## config.mk

```make
export PLATFORM = sky130hd
export DESIGN_NAME = lcd_scroll_ctrl
export DESIGN_NICKNAME = d
export VERILOG_FILES = /design/src/rtl/lcd_scroll_ctrl.sv
export SDC_FILE = /design/constraint.sdc
export NUM_CORES = 1
export LEC_CHECK = 0
export BUFFER_PORTS_ARGS = -buffer_cell sky130_fd_sc_hd__buf_2
export CORE_MARGIN = 3
export CORE_UTILIZATION = 40
export CTS_CLUSTER_SIZE = 28
export DETAILED_ROUTE_END_ITERATION = 16
export GPL_TIMING_DRIVEN = 1
export PLACE_DENSITY = 0.58
export SYNTH_ARGS = -nofsm -noshare
export SYNTH_HDL_FRONTEND = slang
export SYNTH_SLANG_ARGS = --single-unit
export TNS_END_PERCENT = 1
```

## constraint.sdc

```tcl
create_clock -name clk -period 12.14 [get_ports clk]
set_input_delay 0.607 -clock clk [delete_from_list [all_inputs] [get_ports clk]]
set_output_delay 0.607 -clock clk [all_outputs]
set_load 0.01 [all_outputs]
```

## src/rtl/lcd_scroll_ctrl.sv

```systemverilog
// HD44780-style 8-bit write-only character LCD controller: power-up init,
// continuous refresh of a ROWS x COLS character buffer, run-time horizontal scroll.
module lcd_scroll_ctrl #(
    parameter int CLK_DIV         = 5,
    parameter int COLS            = 16,
    parameter int ROWS            = 2,
    parameter int POWERUP_SLOTS   = 70,
    parameter int CLEAR_SLOTS     = 20,
    parameter int FRAME_GAP_SLOTS = 30,
    parameter int SCROLL_FRAMES   = 50,
    localparam int AW = (ROWS * COLS > 1) ? $clog2(ROWS * COLS) : 1
) (
    input  logic          clk,
    input  logic          reset,
    input  logic          wr_en,
    input  logic [AW-1:0] wr_addr,
    input  logic [7:0]    wr_data,
    input  logic          scroll_en,
    input  logic          scroll_dir,
    output logic          e,
    output logic          rs,
    output logic          rw,
    output logic [7:0]    data,
    output logic          ready,
    output logic          frame_done
);

    localparam int DEPTH   = ROWS * COLS;
    localparam int OW      = (COLS > 1) ? $clog2(COLS) : 1;
    localparam int DW      = (CLK_DIV > 1) ? $clog2(CLK_DIV) : 1;
    localparam int FW      = $clog2(SCROLL_FRAMES + 1);
    localparam int MAX_A   = (POWERUP_SLOTS > CLEAR_SLOTS) ? POWERUP_SLOTS : CLEAR_SLOTS;
    localparam int MAX_B   = (FRAME_GAP_SLOTS > COLS) ? FRAME_GAP_SLOTS : COLS;
    localparam int CNT_MAX = (MAX_A > MAX_B) ? MAX_A : MAX_B;
    localparam int CW      = $clog2(CNT_MAX + 1);

    localparam logic [CW-1:0] PWR_LAST = CW'(POWERUP_SLOTS - 1);
    localparam logic [CW-1:0] CLR_LAST = CW'(CLEAR_SLOTS - 1);
    localparam logic [CW-1:0] GAP_LAST = CW'(FRAME_GAP_SLOTS - 1);
    localparam logic [CW-1:0] COL_LAST = CW'(COLS - 1);
    localparam logic [1:0]    ROW_LAST = 2'(ROWS - 1);
    localparam logic [7:0]    FUNC_CMD = (ROWS > 1) ? 8'h38 : 8'h30;

    typedef enum logic [3:0] {
        INIT_WAIT,
        FUNC_SET,
        DISP_ON,
        ENTRY,
        CLEAR,
        CLEAR_WAIT,
        ROW_ADDR,
        ROW_CHARS,
        FRAME_GAP
    } state_t;

    state_t        state, state_nxt;
    logic [CW-1:0] cnt, cnt_nxt;
    logic [1:0]    row, row_nxt;
    logic          rs_nxt, rw_nxt;
    logic [7:0]    data_nxt;

    logic [DW-1:0] div;
    logic          div_last;
    logic          slot_start;
    logic          frame_start;
    logic [OW-1:0] ofs;
    logic [FW-1:0] frame_cnt;

    logic [7:0]    char_mem [DEPTH];
    logic [OW:0]   col_sum;
    logic [OW-1:0] col_idx;
    logic [AW-1:0] rd_addr;
    logic [7:0]    row_base;

    assign div_last   = (div == DW'(CLK_DIV - 1));
    assign slot_start = div_last && !e;
    // The state register always describes the slot about to start, so ready
    // and frame_done line up with the clk where ROW_ADDR(0) begins.
    assign frame_start = slot_start && (state == ROW_ADDR) && (row == 2'd0) && ready;

    always_ff @(posedge clk or posedge reset) begin
        if (reset) begin
            div <= '0;
            e   <= 1'b0;
        end else if (div_last) begin
            div <= '0;
            e   <= ~e;
        end else begin
            div <= div + 1'b1;
        end
    end

    always_comb begin
        col_sum = {1'b0, cnt[OW-1:0]} + {1'b0, ofs};
        col_idx = (col_sum >= (OW+1)'(COLS)) ? OW'(col_sum - (OW+1)'(COLS)) : col_sum[OW-1:0];
        rd_addr = AW'(int'(row) * COLS + int'(col_idx));
        case (row)
            2'd0:    row_base = 8'h00;
            2'd1:    row_base = 8'h40;
            2'd2:    row_base = 8'(COLS);
            default: row_base = 8'(8'h40 + COLS);
        endcase
    end

    always_comb begin
        // NOTE: every output of this block is defaulted first so no path can infer a latch.
        state_nxt = state;
        cnt_nxt   = cnt;
        row_nxt   = row;
        rs_nxt    = 1'b1;
        rw_nxt    = 1'b1;
        data_nxt  = 8'h00;
        case (state)
            INIT_WAIT: begin
                if (cnt == PWR_LAST) begin
                    cnt_nxt   = '0;
                    state_nxt = FUNC_SET;
                end else begin
                    cnt_nxt = cnt + 1'b1;
                end
            end
            FUNC_SET: begin
                rs_nxt    = 1'b0;
                rw_nxt    = 1'b0;
                data_nxt  = FUNC_CMD;
                state_nxt = DISP_ON;
            end
            DISP_ON: begin
                rs_nxt    = 1'b0;
                rw_nxt    = 1'b0;
                data_nxt  = 8'h0C;
                state_nxt = ENTRY;
            end
            ENTRY: begin
                rs_nxt    = 1'b0;
                rw_nxt    = 1'b0;
                data_nxt  = 8'h06;
                state_nxt = CLEAR;
            end
            CLEAR: begin
                rs_nxt    = 1'b0;
                rw_nxt    = 1'b0;
                data_nxt  = 8'h01;
                state_nxt = CLEAR_WAIT;
            end
            CLEAR_WAIT: begin
                if (cnt == CLR_LAST) begin
                    cnt_nxt   = '0;
                    row_nxt   = 2'd0;
                    state_nxt = ROW_ADDR;
                end else begin
                    cnt_nxt = cnt + 1'b1;
                end
            end
            ROW_ADDR: begin
                rs_nxt    = 1'b0;
                rw_nxt    = 1'b0;
                data_nxt  = 8'h80 | row_base;
                cnt_nxt   = '0;
                state_nxt = ROW_CHARS;
            end
            ROW_CHARS: begin
                rw_nxt   = 1'b0;
                data_nxt = char_mem[rd_addr];
                if (cnt == COL_LAST) begin
                    cnt_nxt = '0;
                    if (row == ROW_LAST) begin
                        state_nxt = FRAME_GAP;
                    end else begin
                        row_nxt   = row + 1'b1;
                        state_nxt = ROW_ADDR;
                    end
                end else begin
                    cnt_nxt = cnt + 1'b1;
                end
            end
            FRAME_GAP: begin
                if (cnt == GAP_LAST) begin
                    cnt_nxt   = '0;
                    row_nxt   = 2'd0;
                    state_nxt = ROW_ADDR;
                end else begin
                    cnt_nxt = cnt + 1'b1;
                end
            end
            default: state_nxt = INIT_WAIT;
        endcase
    end

    always_ff @(posedge clk or posedge reset) begin
        if (reset) begin
            state <= INIT_WAIT;
            cnt   <= '0;
            row   <= 2'd0;
            rs    <= 1'b1;
            rw    <= 1'b1;
            data  <= 8'h00;
        end else if (slot_start) begin
            state <= state_nxt;
            cnt   <= cnt_nxt;
            row   <= row_nxt;
            rs    <= rs_nxt;
            rw    <= rw_nxt;
            data  <= data_nxt;
        end
    end

    always_ff @(posedge clk or posedge reset) begin
        if (reset) begin
            ofs        <= '0;
            frame_cnt  <= '0;
            ready      <= 1'b0;
            frame_done <= 1'b0;
        end else begin
            frame_done <= frame_start;
            if (slot_start && (state == ROW_ADDR) && (row == 2'd0))
                ready <= 1'b1;
            if (frame_start) begin
                if (!scroll_en) begin
                    frame_cnt <= '0;
                end else if (frame_cnt == FW'(SCROLL_FRAMES - 1)) begin
                    frame_cnt <= '0;
                    if (!scroll_dir)
                        ofs <= (ofs == OW'(COLS - 1)) ? '0 : ofs + 1'b1;
                    else
                        ofs <= (ofs == '0) ? OW'(COLS - 1) : ofs - 1'b1;
                end else begin
                    frame_cnt <= frame_cnt + 1'b1;
                end
            end
        end
    end

    // NOTE: the buffer must come up as spaces, so it is a reset register file, not a RAM.
    // A write on the edge a data slot reads the same byte sends the old value.
    always_ff @(posedge clk or posedge reset) begin
        if (reset) begin
            for (int i = 0; i < DEPTH; i++)
                char_mem[i] <= 8'h20;
        end else if (wr_en && ({1'b0, wr_addr} < (AW+1)'(DEPTH))) begin
            char_mem[wr_addr] <= wr_data;
        end
    end

endmodule

```

**Word level (Yosys, flattened, before mapping)**

Index checks and enable logic that the tools add are counted.

- Logic and storage cells: 132
- Input port bits: 18
- Bits in registers: 295

- Reductions and logical operators: 17
- $add $sub $neg: 9
- Bitwise logic cells: 3
- Equal/unequal tests: 22
- Mux-type cells: 33
- Order comparisons: 4

Operators by type and width:

| cell | number |
|---|---|
| $bwmux W256 | 1 |
| $pmux W8 S6 | 1 |
| $bmux W8 S5 | 1 |
| $demux W8 S5 | 1 |
| $mux W4 | 9 |
| $pmux W4 S9 | 1 |
| $pmux W7 S5 | 1 |
| $mux W7 | 4 |
| $mux W8 | 3 |
| $pmux W7 S3 | 1 |
| $eq A4 B3 Y1 const B | 4 |
| $eq A7 B5 Y1 const B | 2 |
| $ge A6 B6 Y1 const B | 2 |
| $mux W6 | 2 |
| $not A5 Y6 | 2 |
| $ne A2 B2 Y1 const B | 5 |
| $eq A4 B2 Y1 const B | 2 |
| $eq A4 B4 Y1 const B | 2 |
| $logic_not A4 Y1 | 2 |
| $mux W2 | 4 |
| $sub A4 B1 Y4 const B | 2 |
| $add A7 B1 Y7 const B | 1 |
| $eq A7 B4 Y1 const B | 1 |
| $eq A7 B7 Y1 const B | 1 |
| 28 further kinds | 33 |

**Depth between registers and ports, before layout**

Gate-level depths: netlist of the first run.

- Depth after elaboration: 9
- Depth in mapped cells: 10
- Gate-level depth less buffers: 9

**Least setup slack after synthesis of the first run**

Ideal clock, no wire load.

- Kind: flip-flop to flip-flop
- From: register cnt[0]
- To: register data[2]
- Period minus slack after synthesis: 2739 ps
- Arrival: 2610 ps
- Stages on the path, launching flop included: 9
- Path slack: 9401 ps
- Buffers on the path: 2
- Data required time: 12011 ps
- Path through: dfrtp_1 -> ha_1 -> fa_1 -> buf_4 -> clkbuf_1 -> mux4_2 -> mux4_2 -> mux2i_1 -> o21ai_0

- Word-level cells in the longest chain between the ends: 9
- Elaborated cells between the ends (all ways): 10

RTL lines:

| item | RTL line | text |
|---|---|---|
| start: declaration | 57 | `logic [CW-1:0] cnt, cnt_nxt;` |
| start signal: assignment | 200 | `cnt <= cnt_nxt;` |
| $add A4 B4 Y5 * | 94 | `col_sum = {1'b0, cnt[OW-1:0]} + {1'b0, ofs};` |
| $sub A4 B1 Y4 / $ge A5 B5 Y1 (equally long branches) | 95 | `col_idx = (col_sum >= (OW+1)'(COLS)) ? OW'(col_sum - (OW+1)'(COLS)) : col_sum[OW-1:0];` |
| $mux W4 * | 95 |  |
| $add A5 B4 Y5 * | 96 | `rd_addr = AW'(int'(row) * COLS + int'(col_idx));` |
| $not A5 Y6 (implied by the code) * | 164 | `data_nxt = char_mem[rd_addr];` |
| $bmux W8 S5 * | 164 |  |
| $mux W8 (implied by the code) * (2 in a row) | 164 |  |
| $pmux W8 S6 * | 113 | `case (state)` |
| end signal: assignment | 204 | `data <= data_nxt;` |
| end: declaration | 23 | `output logic [7:0] data,` |

Mark *: on every way between the ends. The rest lies on a longest branch, timed or not. The select of a mux whose other input is x is not followed.
A chain may end at the register's enable or synchronous reset.

**Worst setup path after layout of the first run**

- From: register ofs[0]
- To: register data[0]

- Word-level cells in the longest chain between the ends: 9
- Elaborated cells between the ends (all ways): 10

RTL lines:

| item | RTL line | text |
|---|---|---|
| start: declaration | 66 | `logic [OW-1:0] ofs;` |
| start signal: assignment | 224 | `ofs <= (ofs == OW'(COLS - 1)) ? '0 : ofs + 1'b1;` |
| start signal: assignment | 226 | `ofs <= (ofs == '0) ? OW'(COLS - 1) : ofs - 1'b1;` |
| $add A4 B4 Y5 * | 94 |  |
| $sub A4 B1 Y4 / $ge A5 B5 Y1 (equally long branches) | 95 |  |
| $mux W4 * | 95 |  |
| $add A5 B4 Y5 * | 96 |  |
| $not A5 Y6 (implied by the code) * | 164 |  |
| $bmux W8 S5 * | 164 |  |
| $mux W8 (implied by the code) * (2 in a row) | 164 |  |
| $pmux W8 S6 * | 113 |  |

Marks and branches as above.

==> results.md, run 1 <==
- Max-cap violation count: 0
- Core area: 34800 um^2
- Fill count: 3145
- Relative slew slack: 20.3%
- Die Span Y: 195 um
- Peak Freq: 0.261 GHz
- # IOs: 31
- Gpl congestion: 0.795
- Slew @ Worst Pin: 1.19 ns
- DR iter-0 viols: 481
- Setup bufs post-CTS: 0
- FF+latch count, synth: 295
- Chip Width: 195 um
- Sw Ratio: 25.1%
- Num rows: 68
- Final #Nets: 1071
- Flop pwr share: 45.6%
- Clock sink count: 295
- Post-Place Cells: 1455
- Critical path capture point type: flop
- Mapped Cells: 1029
- Most common cell in the synthesized netlist: dfrtp_1
- H-tree depth: 2
- Via density: 5.64
- Root buf cell: clkbuf_16
- EDFF count, synth: 0
- VDD IR max: 91.8 uV
- Syn nets: 1064
- Largest net degree at the start of global routing: 158
- Internal power: 2050 uW
- First-pass GRT wire length: 53.0 mm
- Power per standard cell area: 173 nW/um^2
- Min Tclk post-route: 3.84 ns
- Critical Path RT: 12.52 ns
- Syn Area/Cell: 13.8 um^2
- Clock Latency Late Sink: 0.50 ns
- Leakage: 0.00686 uW
- Gr ovfl total: 0
- Vias in the first global route: 8778
- Vias post-DR: 8547
- Area grow syn2layout: 11.4%
- Clock share of power: 37.0%
- Top post-synthesis cells by area: dfrtp_1 46%, mux2_2 21%, mux4_2 10%
- Fin. Hold Viols: 0
- Netlist Area Pre-Place: 14200 um^2
- Buffers on Ports: 30
- Sequential share of the synthesized area: 52.2%
- CP max FO: 64
- Switching power: 686 uW
- R2r startpoint: ofs[0]$_DFFE_PP0P_
- Post-route clock period utilization: 31.6%
- CTS tree: built
- WHS: 0.276 ns
- Post-synth top area cell: dfrtp_1
- Post-Layout Cell Count: 1516
- Worst Path Arrival: 4.21 ns
- Initial antenna violation count: 0
- Max clock buf depth: 3
- Number of synthesis warnings: 0
- Clk slew on worst S/H paths: 0.06 ns
- Synth cell count leaders: 261 x dfrtp_1, 260 x mux2_2, 65 x mux4_2, 63 x nand2_1, 46 x clkbuf_1
- Critical Path Start: ofs[0]$_DFFE_PP0P_
- DRT Pass-1 Iters: 5
- Share of cells above drive strength 1: 43.6%
- RSZ-0062 raised after global routing: no
- Final setup violation count: 0
- WL per Instance: 22.3 um
- Combinational share of power: 17.5%
- # DRC: 0
- Max-slew violation count: 0
- Die area: 37800 um^2
- Clock skew: 0.0151 ns
- GRT Util Overall: 17.9%
- Synth async-reset ratio: 100%
- Share of the synthesized area in the top cell type: 45.9%
- Initial core utilization: 40.9%
- CP startpoint kind: flop
- Routed WL: 33.8 mm
- CTS Hold Bufs: 0
- Setup TNS: 0 ns
- Main synth FF type: dfrtp_1
- Final instance area: 15800 um^2
- Status: completed
- CTS buffer count: 34
- Post-synth cell types: 60
- Post-route ant nets: 0
- Post-CTS Resized: 0
- Worst Path Class, Setup: reg -> reg
- Placed instance area: 14700 um^2
- Hold crit path type: in -> async
- Diode count: 0
- Placed wire-length estimate: 20.8 mm
-- critical path: stages, from the launching register on --
cell and delay [ns]:
dfrtp_1 0.49, ha_4 0.22, fa_4 0.74, buf_4 0.73, mux4_2 0.40, and2_1 0.16, a2111oi_0 0.45, a311oi_1 0.10
a221o_1 0.34
-- path summary, 6_finish.rpt --
check	end	slack, ns	depth (start not counted)
max	data[0]$_DFFE_PP0N_	8.30	8
min	div[1]$_DFF_PP0_	0.28	2
max reg2reg	data[0]$_DFFE_PP0N_	8.30	8
min reg2reg	div[0]$_DFF_PP0_	0.47	1
max in group asynchronous	char_mem[74]$_DFFE_PP0P_	10.51	3
min in group clk	frame_cnt[2]$_DFFE_PP0N_	0.44	3
-- cells in the final DEF, fill, tap and decap left out, types with 14 or more instances in the layout --
master,n
nor2_1,34
dfrtp_1,261
mux2_2,260
dfstp_2,34
nand2_1,63
inv_1,14
clkbuf_16,35
o21ai_0,32
buf_2,30
ha_1,15
a21oi_1,26
mux4_2,65
nand3_1,27
-- cell families (layout without fill, tap and decap cells) --
family / count (synthesis) / count (layout) / synth area share, %
buffers and inverters: 81 / 113 / 2.55
adders and majority gates: 17 / 17 / 1.55
xor gates and xnor gates: 7 / 7 / 0.484
AOI/OAI and AO/OA: 107 / 107 / 4.74
and+or+nand+nor: 185 / 185 / 6.36
DFF: 295 / 295 / 52.2
muxes: 337 / 337 / 32.1
-- power by group through the flow --
stage | combinational [uW] | sequential [uW] | clock, uW
global route | 516 | 1270 | 1080
finish | 477 | 1250 | 1010
global placement | 473 | 1260 | 0
CTS | 484 | 1250 | 1030
floorplan | 386 | 1230 | 0
detailed placement | 483 | 1260 | 0
-- routing by layer --
| layer | GRT usage, % | routed length (um) | vias up |
|---|---|---|---|
| met1 | 27.2 | 16500 | 4536 |
| met5 | 0 | 0 | - |
| met2 | 27.3 | 15500 | 145 |
| met4 | 3.48 | 377 | 0 |
| met3 | 2.81 | 1410 | 31 |
| li1 | - | - | 3835 |
-- per-stage QoR --
step | util, % | worst slack [ns] | power [uW]
global route | 45.5 | 8.20 | 2860
global placement | 42.3 | 8.42 | 1730
finish | 45.5 | 8.30 | 2730
floorplan | - | 3.44 | 1620
detailed placement | 42.3 | 8.38 | 1750
CTS | 45.5 | 8.32 | 2760
-- final cells by class --
class	instances	area, um^2	area share [%]
Sequential cell	295	7420	46.9
Multi-Input combinational cell	653	6460	40.8
Clock buffer	53	1030	6.53
Tap cell	455	569	3.60
Timing Repair Buffer	37	215	1.36
Clock inverter	8	71.3	0.450
Inverter	15	63.8	0.403
-- registers in the layout (all words and copies together) (netlist names) --
name / cells
char_mem: 256
data: 8
cnt: 7
frame_cnt: 6
ofs: 4
state: 4
div: 3
row: 2
e: 1
frame_done: 1
ready: 1
rs: 1
rw: 1
No activity file was read; power rests on OpenSTA's default activity.
==> inputs of run 2 (changes only) <==
==> constraint.sdc (replaced) <==
create_clock -name clk -period 3.7 [get_ports clk]
set_input_delay 0.185 -clock clk [delete_from_list [all_inputs] [get_ports clk]]
set_output_delay 0.185 -clock clk [all_outputs]
set_load 0.01 [all_outputs]
==> results.md, run 2 (synthesized netlist as in run 1, its figures left out) <==
- Grt met1 use: 26.4%
- CP Cell Sequence: ha_4 -> fa_4 -> buf_4 -> mux4_2 -> mux4_2 -> mux2i_1 -> o21ai_0
- H-tree depth: 2
- Clk slew on worst S/H paths: 0.06 ns
- Num rows: 68
- # DRC: 0
- WL per Instance: 22.1 um
- R2r startpoint: cnt[0]$_DFFE_PP0P_
- R2R setup slack: 0.51 ns
- # IOs: 31
- Status: completed
- Gpl congestion: 0.803
- Gr ovfl total: 0
- Slew @ Worst Pin: 1.14 ns
- Post-route clock period utilization: 86.3%
- Power per standard cell area: 562 nW/um^2
- Area of the multi-input gates: 6460 um^2
- GR peak layer: met2
- Slowest CP cell: fa_4
- VDD IR max: 324 uV
- Critical Path RT: 4.07 ns
- Final setup violation count: 0
- CP max FO: 19
- Vias post-DR: 8629
- Largest reg by FF count: char_mem
- Root buf cell: clkbuf_16
- CTS buffer count: 34
- Area grow syn2layout: 12.6%
- Peak Freq: 0.313 GHz
- Share of cells above drive strength 1: 44.5%
- RSZ-0062 raised after global routing: no
- Via density: 5.64
- Crit path buffers/inverters: 1
- GRT Util Overall: 17.9%
- Max-cap violation count: 0
- Critical path capture point type: flop
- Placed wire-length estimate: 21.9 mm
- Max clock buf depth: 3
- CTS tree: built
- CP peak stage delay: 0.88 ns
- Commonest non-fill, non-tap cell in the layout: dfrtp_1
- Placed instance area: 14900 um^2
- Max-slew violation count: 0
- Chip Width: 195 um
- Die Span Y: 195 um
- Hold crit path type: in -> reg
- Leakage: 0.00695 uW
- Fin. Hold Viols: 0
- Min Tclk post-route: 3.19 ns
- Critical Path Start: cnt[0]$_DFFE_PP0P_
- Worst Path Arrival: 3.56 ns
- Most frequent cells in the layout: 261 x dfrtp_1, 260 x mux2_2, 65 x mux4_2
- Met3 Usage GRT: 2.58%
- Most used cell, CP: mux4_2
- Post-Layout Cell Count: 1530
- Setup TNS: 0 ns
- WHS: 0.0988 ns
- Diode count: 0
- Largest regs: char_mem (256), data (8), cnt (7)
- Relative slew slack: 23.8%
- Initial core utilization: 40.9%
- CP startpoint kind: flop
- Setup bufs post-CTS: 0
- Vias in the first global route: 8922
- Max reg flops: 256
- Fill count: 3060
- Met2 Usage GRT: 28.2%
- Clock Latency Late Sink: 0.51 ns
- Largest net degree at the start of global routing: 108
- Buffers on Ports: 30
- DR iter-0 viols: 458
- Register area: 7420 um^2
- Worst Path Class, Setup: reg -> reg
- Final instance area: 16000 um^2
- Core area: 34800 um^2
- Post-Place Cells: 1467
- DRT Pass-1 Iters: 5
- Initial antenna violation count: 0
- Clock skew: 0.0164 ns
- Post-route ant nets: 0
- Top delay family on crit path: adder cells
- Clock sink count: 295
- First-pass GRT wire length: 53.4 mm
- Final #Nets: 1085
- Routed WL: 33.7 mm
- Die area: 37800 um^2
- Min-Delay Startpoint: scroll_dir
==> run 2: power by group <==
group          switching [uW]  total, uW  internal [uW]
Combinational             660       1590            930
Clock                    1330       3300           1970
Sequential                271       4100           3820
Total                    2270       8990           6720
==> run 2: metrics by stage <==
| stage | power, uW | util, % | setup WS [ns] |
|---|---|---|---|
| after floorplan | 5310 | - | -0.374 |
| after global routing | 9420 | 46.0 | 0.377 |
| final | 8990 | 46.0 | 0.507 |
| after global placement | 5720 | 42.8 | 0.574 |
| after CTS | 9110 | 46.0 | 0.506 |
| after detailed placement | 5760 | 42.8 | 0.519 |
==> run 2: worst paths after layout <==
check                                            endpoint  cells past startpoint
worst max-delay path                  data[1]$_DFFE_PP0N_                      7
worst min-delay path                   ofs[2]$_DFFE_PP0P_                      3
worst min register to register           div[0]$_DFF_PP0_                      1
max in group asynchronous       char_mem[193]$_DFFE_PP0P_                      4
worst max register to register        data[1]$_DFFE_PP0N_                      7
min in group asynchronous       char_mem[188]$_DFFE_PP0P_                      3
==> run 2: cell type report <==
| cell class | count | area share, % |
|---|---|---|
| tap | 455 | 3.56 |
| timing repair buffer | 51 | 2.42 |
| inverter | 15 | 0.375 |
| sequential | 295 | 46.4 |
| clock buffer | 49 | 6.30 |
| multi-input combinational | 653 | 40.3 |
| clock inverter | 12 | 0.594 |
==> run 2: tightest hold or removal path: stages <==
cell	delay, ns
buf_2	0.15
o211ai_1	0.16
o21ai_0	0.07
==> run 2: metal layers <==
layer	wire, um	vias to the layer above
met5	0	-
met2	15600	163
met3	1450	37
met1	16100	4558
li1	-	3871
met4	551	0
==> run 2: repair_timing <==
item / 4_1_cts / 5_1_grt
hold buffers: 2 / 0
hold endpoints to repair: 26 / 0
gates resized for setup: 0 / 0
==> inputs of run 3 (changes only) <==
==> constraint.sdc (replaced) <==
create_clock -name clk -period 3.7 [get_ports clk]
set_input_delay 0.37 -clock clk [delete_from_list [all_inputs] [get_ports clk]]
set_output_delay 0.37 -clock clk [all_outputs]
set_load 0.01 [all_outputs]
==> results.md, run 3 (synthesized netlist as in run 1, its figures left out) <==
- CP startpoint kind: flop
- Max reg flops: 256
- Clock sink count: 295
- Setup bufs post-CTS: 0
- Max-cap violation count: 0
- Largest net degree at the start of global routing: 80
- Top delay family on crit path: adder cells
- Vias in the first global route: 8782
- Die area: 37800 um^2
- Core area: 34800 um^2
- # DRC: 0
- Max-slew violation count: 0
- Final #Nets: 1081
- Diode count: 0
- CTS Hold Bufs: 0
- Power per standard cell area: 559 nW/um^2
- Root buf cell: clkbuf_16
- Placed instance area: 14900 um^2
- Area grow syn2layout: 12.5%
- Initial core utilization: 40.9%
- Worst Path Class, Setup: reg -> reg
- Final setup violation count: 0
- Max clock buf depth: 3
- Crit path buffers/inverters: 0
- Slowest CP cell: fa_4
- Hold crit path type: in -> async
- VDD IR max: 356 uV
- RSZ-0062 raised after global routing: no
- Worst Path Arrival: 3.72 ns
- Leakage: 0.00695 uW
- Routed WL: 33.8 mm
- Buffers on Ports: 30
- Largest reg by FF count: char_mem
- H-tree depth: 1
- DR iter-0 viols: 557
- Relative slew slack: 25.5%
- Vias post-DR: 8589
- Initial antenna violation count: 1
- First-pass GRT wire length: 53.4 mm
- Via density: 5.63
- Peak Freq: 0.305 GHz
- Die Span Y: 195 um
- GRT Util Overall: 17.9%
- Critical path capture point type: flop
- CTS buffer count: 31
- Min Tclk post-route: 3.28 ns
- Gpl congestion: 0.821
- Fin. Hold Viols: 0
- Post-route ant nets: 0
- Commonest non-fill, non-tap cell in the layout: dfrtp_1
- Tot Pwr: 8940 uW
- Most frequent cells in the layout: 261 x dfrtp_1, 260 x mux2_2, 65 x mux4_2
- Post-route clock period utilization: 88.7%
- Largest regs: char_mem (256), data (8), cnt (7)
- # IOs: 31
- Placed wire-length estimate: 21.7 mm
- Clock Latency Late Sink: 0.57 ns
- Chip Width: 195 um
- Final core utilization: 46.0%
- Post-CTS Resized: 0
- Slew @ Worst Pin: 1.11 ns
- Final instance area: 16000 um^2
- Status: completed
- Share of cells above drive strength 1: 44.7%
- Clk slew on worst S/H paths: 0.06 ns
- Setup TNS: 0 ns
- WHS: 0.0421 ns
- Gr ovfl total: 0
- Clock skew: 0.0194 ns
- CTS tree: built
- CP Cell Sequence: ha_4 -> fa_4 -> mux4_2 -> and2_1 -> a2111oi_1 -> a311oi_1 -> a221o_1
- CP max FO: 12
- CP peak stage delay: 0.95 ns
- WL per Instance: 22.1 um
- Critical Path RT: 4.14 ns
- DRT Pass-1 Iters: 4
- Num rows: 68
==> run 3: changes by cell type in the layout (fill, tap and decap cells not counted), sizes merged <==
cell,before,now
buf,49,50
inv,16,15
bufinv,1,3
dlygate4sd3,2,0
clkbuf,49,45
==> run 3: worst paths after layout <==
kind / depth (start not counted) / start / slack [ns] / to
worst max register to register: 7 / cnt[0]$_DFFE_PP0P_ / 0.42 / data[3]$_DFFE_PP0N_
min in group clk: 3 / scroll_en / 0.11 / frame_cnt[3]$_DFFE_PP0N_
max in group asynchronous: 3 / reset / 2.71 / char_mem[21]$_DFFE_PP1P_
worst min-delay path: 2 / reset / 0.04 / char_mem[228]$_DFFE_PP0P_
worst max-delay path: 7 / cnt[0]$_DFFE_PP0P_ / 0.42 / data[3]$_DFFE_PP0N_
worst min register to register: 1 / div[0]$_DFF_PP0_ / 0.47 / div[0]$_DFF_PP0_
==> run 3: per-stage QoR <==
| stage | cells | setup slack, ns |
|---|---|---|
| 5_1_grt | 1526 | 0.340 |
| 6_report | 1526 | 0.420 |
| 2_1_floorplan | 1029 | -0.559 |
| 3_3_place_gp | 1468 | 0.498 |
| 4_1_cts | 1526 | 0.443 |
| 3_5_place_dp | 1468 | 0.471 |
==> run 3: power breakdown <==
| group | switching, uW | internal (uW) | leakage (uW) |
|---|---|---|---|
| logic | 659 | 930 | 0.00272 |
| registers | 264 | 3820 | 0.00369 |
| clock network | 1300 | 1960 | 0.000543 |
| total | 2230 | 6720 | 0.00695 |
==> run 3: layout make-up <==
type | instances | area [um^2]
Clock buffer | 45 | 938
Clock inverter | 13 | 150
Fill cell | 3096 | 18800
Inverter | 15 | 60.1
Multi-Input combinational cell | 653 | 6460
Sequential cell | 295 | 7420
Tap cell | 455 | 569
Timing Repair Buffer | 50 | 400
==> run 3: metal layers <==
layer | up-vias | GRT usage, % | routed length [um]
li1 | 3855 | - | -
met1 | 4520 | 26.2 | 15900
met2 | 171 | 27.9 | 15500
met3 | 41 | 3.87 | 1830
met4 | 2 | 3.22 | 538
met5 | - | 0 | 13
